**config.mk**
```make
export PLATFORM = sky130hd
export DESIGN_NAME = ground_scroller_flat
export DESIGN_NICKNAME = d
export VERILOG_FILES = /design/src/rtl/ground_pkg.sv /design/src/rtl/ground_scroller_if.sv /design/src/rtl/lfsr8.sv /design/src/rtl/ground_scroller.sv /design/src/flat_wrapper.sv
export SDC_FILE = /design/constraint.sdc
export NUM_CORES = 1
export LEC_CHECK = 0
export CAP_MARGIN = 10
export CORE_MARGIN = 8
export CORE_UTILIZATION = 60
export CTS_BUF_LIST = sky130_fd_sc_hd__clkbuf_8 sky130_fd_sc_hd__clkbuf_16
export DETAILED_ROUTE_END_ITERATION = 7
export GPL_TIMING_DRIVEN = 0
export PLACE_DENSITY = 0.83
export REMOVE_ABC_BUFFERS = 1
export SYNTH_ARGS = -nofsm -noshare
export SYNTH_HDL_FRONTEND = slang
export SYNTH_SLANG_ARGS = --single-unit
```
**constraint.sdc**
```tcl
create_clock -name clk -period 7.43 [get_ports clk]
set_input_delay 0.743 -clock clk [delete_from_list [all_inputs] [get_ports clk]]
set_output_delay 0.743 -clock clk [all_outputs]
set_load 0.01 [all_outputs]
```
**src/rtl/ground_pkg.sv**
```systemverilog
// Shared constants and types for the scrolling ground strip and its
// random source.
package ground_pkg;

    localparam int TILE_W = 128;
    localparam int POS_W  = 10;
    localparam int SPAN   = 768;

    localparam logic [7:0] LFSR_SEED = 8'hA5;
    // Taps 8,6,5,4 expressed as a mask over q[7:0].
    localparam logic [7:0] LFSR_TAPS = 8'hB8;

    typedef enum logic [1:0] {
        IDLE = 2'd0,
        RUN  = 2'd1,
        STOP = 2'd2
    } scroll_state_t;

    function automatic logic [POS_W-1:0] init_pos(input int unsigned idx);
        return POS_W'(idx * TILE_W + TILE_W - 1);
    endfunction

endpackage

```
**src/rtl/ground_scroller_if.sv**
```systemverilog
// Control inputs and tile layout outputs shared between the scroller and
// the frame timing / ground renderer side.
interface ground_scroller_if #(parameter int N_TILES = 6);
    import ground_pkg::*;

    logic                     frame_tick;
    logic                     start;
    logic                     collide;
    logic [N_TILES*POS_W-1:0] tile_pos;
    logic [N_TILES-1:0]       tile_en;
    logic [3:0]               speed;
    logic [15:0]              distance;
    logic                     running;
    logic                     game_over;

    modport master (
        output frame_tick, start, collide,
        input  tile_pos, tile_en, speed, distance, running, game_over
    );

    modport slave (
        input  frame_tick, start, collide,
        output tile_pos, tile_en, speed, distance, running, game_over
    );

endinterface

```
**src/rtl/lfsr8.sv**
```systemverilog
// Free-running 8-bit Fibonacci LFSR; reset loads the seed, advances every clock.
module lfsr8
    import ground_pkg::*;
(
    input  logic       clk,
    input  logic       reset,
    output logic [7:0] q
);

    logic [7:0] q_q;
    logic [7:0] q_d;

    always_comb begin
        q_d = {q_q[6:0], ^(q_q & LFSR_TAPS)};
    end

    always_ff @(posedge clk) begin
        if (reset) q_q <= LFSR_SEED;
        else       q_q <= q_d;
    end

    assign q = q_q;

endmodule

```
**src/rtl/ground_scroller.sv**
```systemverilog
// Ground tile sequencer: scrolls N_TILES tile positions each frame, wraps
// them with random pit placement, ramps speed and freezes on collision.
module ground_scroller
    import ground_pkg::*;
#(
    parameter int N_TILES     = 6,
    parameter int INIT_SPEED  = 2,
    parameter int MAX_SPEED   = 8,
    parameter int RAMP_FRAMES = 600,
    parameter int GRACE_WRAPS = 6
) (
    input  logic clk,
    input  logic reset,
    ground_scroller_if.slave bus
);

    localparam logic [10:0] SPAN_W     = 11'(N_TILES * TILE_W);
    localparam logic [3:0]  SPEED_INIT = 4'(INIT_SPEED);
    localparam logic [3:0]  SPEED_MAX  = 4'(MAX_SPEED);
    localparam logic [15:0] RAMP_LAST  = 16'(RAMP_FRAMES - 1);
    localparam logic [7:0]  GRACE_INIT = 8'(GRACE_WRAPS);

    scroll_state_t      state_q, state_d;
    logic [POS_W-1:0]   pos_q [N_TILES];
    logic [POS_W-1:0]   pos_d [N_TILES];
    logic [N_TILES-1:0] en_q, en_d;
    logic [3:0]         speed_q, speed_d;
    logic [15:0]        distance_q, distance_d;
    logic [15:0]        ramp_q, ramp_d;
    logic [7:0]         grace_q, grace_d;
    logic               last_gap_q, last_gap_d;
    logic               running_q, game_over_q;

    logic [7:0]         lfsr;
    logic [POS_W-1:0]   nxt_pos [N_TILES];
    logic [N_TILES-1:0] wrap;
    logic               init, step, force_solid, pit_roll, new_en;
    logic [16:0]        dist_sum;

    lfsr8 u_lfsr (
        .clk   (clk),
        .reset (reset),
        .q     (lfsr)
    );

    for (genvar g = 0; g < N_TILES; g++) begin : g_tile
        logic [10:0] p_ext;
        logic [10:0] s_ext;
        assign p_ext = {1'b0, pos_q[g]};
        assign s_ext = {7'b0, speed_q};
        assign wrap[g] = p_ext < s_ext;
        assign nxt_pos[g] = wrap[g] ? POS_W'(p_ext + SPAN_W - s_ext)
                                    : POS_W'(p_ext - s_ext);
        assign bus.tile_pos[g*POS_W +: POS_W] = pos_q[g];
    end

    // Speed stays below a tile width, so at most one wrap bit is set per step.
    assign force_solid = (grace_q != '0) || last_gap_q;
    assign pit_roll    = (lfsr & 8'h03) == 8'h03;
    assign new_en      = force_solid | ~pit_roll;
    assign dist_sum    = {1'b0, distance_q} + {13'b0, speed_q};

    always_comb begin
        state_d    = state_q;
        pos_d      = pos_q;
        en_d       = en_q;
        speed_d    = speed_q;
        distance_d = distance_q;
        ramp_d     = ramp_q;
        grace_d    = grace_q;
        last_gap_d = last_gap_q;
        init       = 1'b0;
        step       = 1'b0;

        unique case (state_q)
            IDLE: if (bus.start) begin state_d = RUN; init = 1'b1; end
            RUN: begin
                if (bus.collide)         state_d = STOP;
                else if (bus.frame_tick) step = 1'b1;
            end
            STOP: if (bus.start) begin state_d = RUN; init = 1'b1; end
            default: state_d = IDLE;
        endcase

        if (init) begin
            for (int unsigned i = 0; i < N_TILES; i++) pos_d[i] = init_pos(i);
            en_d       = '1;
            speed_d    = SPEED_INIT;
            distance_d = '0;
            ramp_d     = '0;
            grace_d    = GRACE_INIT;
            last_gap_d = 1'b0;
        end

        if (step) begin
            for (int unsigned i = 0; i < N_TILES; i++) begin
                pos_d[i] = nxt_pos[i];
                if (wrap[i]) en_d[i] = new_en;
            end
            if (|wrap) begin
                if (grace_q != '0) grace_d = grace_q - 8'd1;
                last_gap_d = ~new_en;
            end
            distance_d = dist_sum[16] ? '1 : dist_sum[15:0];
            if (ramp_q == RAMP_LAST) begin
                ramp_d = '0;
                if (speed_q < SPEED_MAX) speed_d = speed_q + 4'd1;
            end else begin
                ramp_d = ramp_q + 16'd1;
            end
        end
    end

    always_ff @(posedge clk) begin
        if (reset) begin
            state_q     <= IDLE;
            for (int unsigned i = 0; i < N_TILES; i++) pos_q[i] <= init_pos(i);
            en_q        <= '1;
            speed_q     <= SPEED_INIT;
            distance_q  <= '0;
            ramp_q      <= '0;
            grace_q     <= GRACE_INIT;
            last_gap_q  <= 1'b0;
            running_q   <= 1'b0;
            game_over_q <= 1'b0;
        end else begin
            state_q     <= state_d;
            pos_q       <= pos_d;
            en_q        <= en_d;
            speed_q     <= speed_d;
            distance_q  <= distance_d;
            ramp_q      <= ramp_d;
            grace_q     <= grace_d;
            last_gap_q  <= last_gap_d;
            running_q   <= (state_d == RUN);
            game_over_q <= (state_d == STOP);
        end
    end

    assign bus.tile_en   = en_q;
    assign bus.speed     = speed_q;
    assign bus.distance  = distance_q;
    assign bus.running   = running_q;
    assign bus.game_over = game_over_q;

endmodule

```
**src/flat_wrapper.sv**
```systemverilog
// flat-port wrapper written by rule: the top's interface ports become plain ports
module ground_scroller_flat import ground_pkg::*;
#(
    parameter int N_TILES     = 6,
    parameter int INIT_SPEED  = 2,
    parameter int MAX_SPEED   = 8,
    parameter int RAMP_FRAMES = 600,
    parameter int GRACE_WRAPS = 6
)
  (clk, reset, bus_frame_tick, bus_start, bus_collide, bus_tile_pos, bus_tile_en, bus_speed, bus_distance, bus_running, bus_game_over);
  ground_scroller_if #(.N_TILES(N_TILES)) bus_i ();
  input  logic clk;
  input  logic reset;
  input wire logic [$bits(bus_i.frame_tick)-1:0] bus_frame_tick;
  input wire logic [$bits(bus_i.start)-1:0] bus_start;
  input wire logic [$bits(bus_i.collide)-1:0] bus_collide;
  output wire logic [$bits(bus_i.tile_pos)-1:0] bus_tile_pos;
  output wire logic [$bits(bus_i.tile_en)-1:0] bus_tile_en;
  output wire logic [$bits(bus_i.speed)-1:0] bus_speed;
  output wire logic [$bits(bus_i.distance)-1:0] bus_distance;
  output wire logic [$bits(bus_i.running)-1:0] bus_running;
  output wire logic [$bits(bus_i.game_over)-1:0] bus_game_over;
  assign bus_i.frame_tick = bus_frame_tick;
  assign bus_i.start = bus_start;
  assign bus_i.collide = bus_collide;
  assign bus_tile_pos = bus_i.tile_pos;
  assign bus_tile_en = bus_i.tile_en;
  assign bus_speed = bus_i.speed;
  assign bus_distance = bus_i.distance;
  assign bus_running = bus_i.running;
  assign bus_game_over = bus_i.game_over;
  ground_scroller #(.N_TILES(N_TILES), .INIT_SPEED(INIT_SPEED), .MAX_SPEED(MAX_SPEED), .RAMP_FRAMES(RAMP_FRAMES), .GRACE_WRAPS(GRACE_WRAPS)) u_core (.clk(clk), .reset(reset), .bus(bus_i));
endmodule
```
==> results.txt <==
No sink is reached through more buffers than the 2 on the longest clock path. For the total count of max-transition violations in the final report, the log shows 0. The tools report the share of the yosys chip area belonging to registers as 0.254.

For the multi-input logic area, the log shows 0.00661 mm2. The number of distinct standard cells referenced by the synthesized netlist was 72; the vertical die dimension was 143 um. In the final layout, flip-flops and latches occupy 0.00246 mm2. After detailed routing, the average wire length per cell comes to 17.6 um. The initial standard-cell utilization of the core was 0.612; the power per cell area was 142 mW/mm2.

At the later pin of the worst-skew pair, clock insertion delay measures 0.43 ns. The fraction of the mapped netlist area in simple logic gates is 0.216. The tools report the cell at the root of the clock tree as clkbuf_16.

The cell count after placement was 1471; the multiplexer fraction of the synthesized cell area was 0.00774. The class of the most critical hold timing path is reg2reg. The worst slew slack as a fraction of its limit is 0.121.

For the pin with the worst max-slew slack, the measured transition is 1.31 ns. The first global-routing pass estimated 42700 um of wire. The congestion estimate from routability-driven global placement came to 0.900. Based on the critical path, the design can be clocked at up to 0.237 GHz. Among all flip-flop cells after synthesis, the most frequent one is dfxtp_1. Sort of element at the start of the critical path: a flip-flop.

The tools report the post-detailed-route count of antenna-violating nets as 0. The number of buffer and inverter stages on the critical path is 1, and the total detailed-routing wirelength is 26400 um. The overall fraction of global-route tracks in use came out at 0.260. For this run the aggregate overflow at the end of global routing stands at 0. The run finished with clean final reports. Setup repair after global routing left no endpoint under its margin. After routing the design area is 0.0114 mm2.

In this run, the number of DRC markers left after iteration 0 of detailed routing was 805. The run gives 0 as the count of endpoints failing setup in the final report. In this run the count of I/O pins placed on the die edge is 93. Using the TritonRoute via totals, the vias-per-cell ratio works out to 6.04. The Yosys step of the flow raised 0 warnings. VDD sags by at most 0.182 mV. The required time at the endpoint of the critical path came out at 7.74 ns. Counting every sink on the clock net gives 123. The run gives 0.0108 mm2 as the cell area reported after detailed placement. After synthesis, the mean cell area works out to 8.04 um2.

Gates resized during post-CTS repair numbered 0. The finished layout holds 1504 standard cells, fillers aside. The xor/xnor cell area share of the yosys netlist works out to 0.0443. In the layout the commonest cells are 123 x dfxtp_1, 117 x ha_1, 115 x inv_1, 96 x nor2_1, 94 x a21oi_1. In this run, synthesis inferred 0 flip-flops with an integrated enable.

STA classifies the critical path endpoint as a flip-flop. Summed over all cells, the static leakage comes to 4.90 nW. Post-synthesis compound-gate area fraction: 0.209. TritonCTS built the clock tree.

The floorplan step defined a core boundary enclosing 0.0158 mm2. After synthesis, the largest family of logic cells by area is simple AND/OR/NAND/NOR gates. The minimum clock period after layout was 4.22 ns; the number of buffers inserted by port buffering was 92. The initial antenna violation count was 0; the floorplan die width was 143 um. The first TritonRoute pass finished after 5 iterations. The logs give 4.52 ns for the signal arrival time at the worst endpoint and 0.00969 mm2 for the summed instance area of the synthesized netlist. The floorplan step defined a die boundary enclosing 0.0205 mm2.

The final hold violation count was 0. The number of buffers added for setup after CTS is 0, and the post-synthesis cell count is 1206. The max-capacitance violation count came out at 0. The largest clock skew in the final design is 0.00909 ns. Broken down by cell family, the worst path's largest delay share belongs to simple AND/OR/NAND/NOR gates. The largest net degree at the start of global routing was 78; the flop and latch count out of synthesis was 123.

The signal on the critical path passes through inv_1, ha_1, fa_1, nand2b_1, o21ai_1, nand3_1, nand3_2, a31oi_2, o21bai_1, o2bb2ai_1. Total power for the finished layout comes to 0.00162 W. The share of cells above drive strength 1 is 0.0660, and the clock slew at the register clock pins of the worst setup and hold paths is 0.06 ns.

Of all nets on the critical path, the largest fanout is 20. Total inserted antenna cells: 0. The layout has 1216 filler cells. For the vias after detailed routing, the log shows 9090. The synthesized-area fraction occupied by adder cells came out at 0.203. The library cell used most frequently in the layout, excluding fill and tap cells, is dfxtp_1. The final worst-path cycle share is 0.567. The area added between synthesis and finish came out at 17.7%. Summed over all failing endpoints, the final setup total negative slack is 0 ns. Detailed placement finished with a half-perimeter wire length of 18200 um.

The number of buffers created by CTS came out at 17. The async set-or-reset flop fraction in the synthesized netlist was 0. The tools report the DRC violations left as 0. The count of nets after finishing came out at 1422. Critical path's largest stage delay: 0.87 ns. For the post-route core utilization, the log shows 0.721.

Slowest cell on the critical path: dfxtp_1. The H-tree was split into 4 levels. The logs give 0 for the count of hold-fix buffers inserted at cts and 8798 for the via count of the first global-routing pass. The type of the worst setup path was reg2reg.

Row generation in the floorplan step produced 46 rows.
## synth_stat cells, types with 9 or more instances
library cell    n  share of area
nor2_1         96          0.037
nor3_1         50          0.026
a21o_1         12         0.0093
buf_2          14         0.0072
and3_1         13         0.0084
nand2b_1       22          0.014
a31oi_1        16          0.010
xor2_1         14          0.013
o21bai_1       18          0.014
o21ai_0        69          0.036
ha_1          117           0.15
nand2_1        74          0.029
dfxtp_1       123           0.25
a21oi_1        94          0.049
a211oi_1       17          0.013
fa_1           25          0.052
nand3_1        43          0.022
clkbuf_1       30          0.012
or3_1          11         0.0071
or2_2          18          0.012
nor2b_1        24          0.015
o22ai_1         9         0.0058
inv_1         115          0.045
xnor2_1        35          0.032
o31ai_1        11         0.0085
## layout make-up
cell class | count | area share
multi-input combinational | 919 | 0.579
sequential | 123 | 0.216
clock inverter | 11 | 0.0103
inverter | 115 | 0.0378
clock buffer | 21 | 0.0421
tap | 216 | 0.0237
timing repair buffer | 99 | 0.0914
## cell families (layout without fill, tap and decap cells)
group,count (synthesis),in the layout
AOI/OAI and AO/OA,315,315
buffers and inverters,164,246
muxes,7,7
xor gates and xnor gates,49,49
adders and majority gates,142,142
and+or+nand+nor,406,406
DFF,123,123
## state kept, by name (all words and copies together), names as in the netlist, 2 cells and up
signal               count
u_core.bus.tile_en       6
u_core.bus.distance     16
u_core.ramp_q           16
u_core.grace_q           8
u_core.u_lfsr.q          8
u_core.bus.tile_pos     60
u_core.bus.speed         4
u_core.state_q           2
## final timing paths
kind	slack [ns]	depth (start not counted)	start	endpoint
worst max-delay path	3.21	10	u_core.bus.speed[2]	u_core.grace_q[3]
worst min-delay path	0.41	1	u_core.u_lfsr.q[6]	u_core.u_lfsr.q[7]
worst max register to register	3.21	10	u_core.bus.speed[2]	u_core.grace_q[3]
worst min register to register	0.41	1	u_core.u_lfsr.q[6]	u_core.u_lfsr.q[7]
## per-layer routing
metal	wire length [um]	GRT usage	share of wire
met5	0	0	0
met4	671	0.107	0.025
met3	2220	0.0528	0.084
met2	12600	0.441	0.48
met1	10900	0.315	0.41
## through the flow
stage               setup WS, ns  hold slack, ns
floorplan                   4.06           0.389
global placement           0.984           0.395
detailed placement          3.30           0.400
CTS                         3.25           0.417
global route                3.01           0.444
finish                      3.21           0.415
## power by group
group | switching [W] | internal, W | total [W]
clock | 0.000320 | 0.000527 | 0.000847
combinational | 0.0000650 | 0.0000354 | 0.000100
sequential | 0.00000671 | 0.000668 | 0.000675
Power figures use the tool's default switching activity.
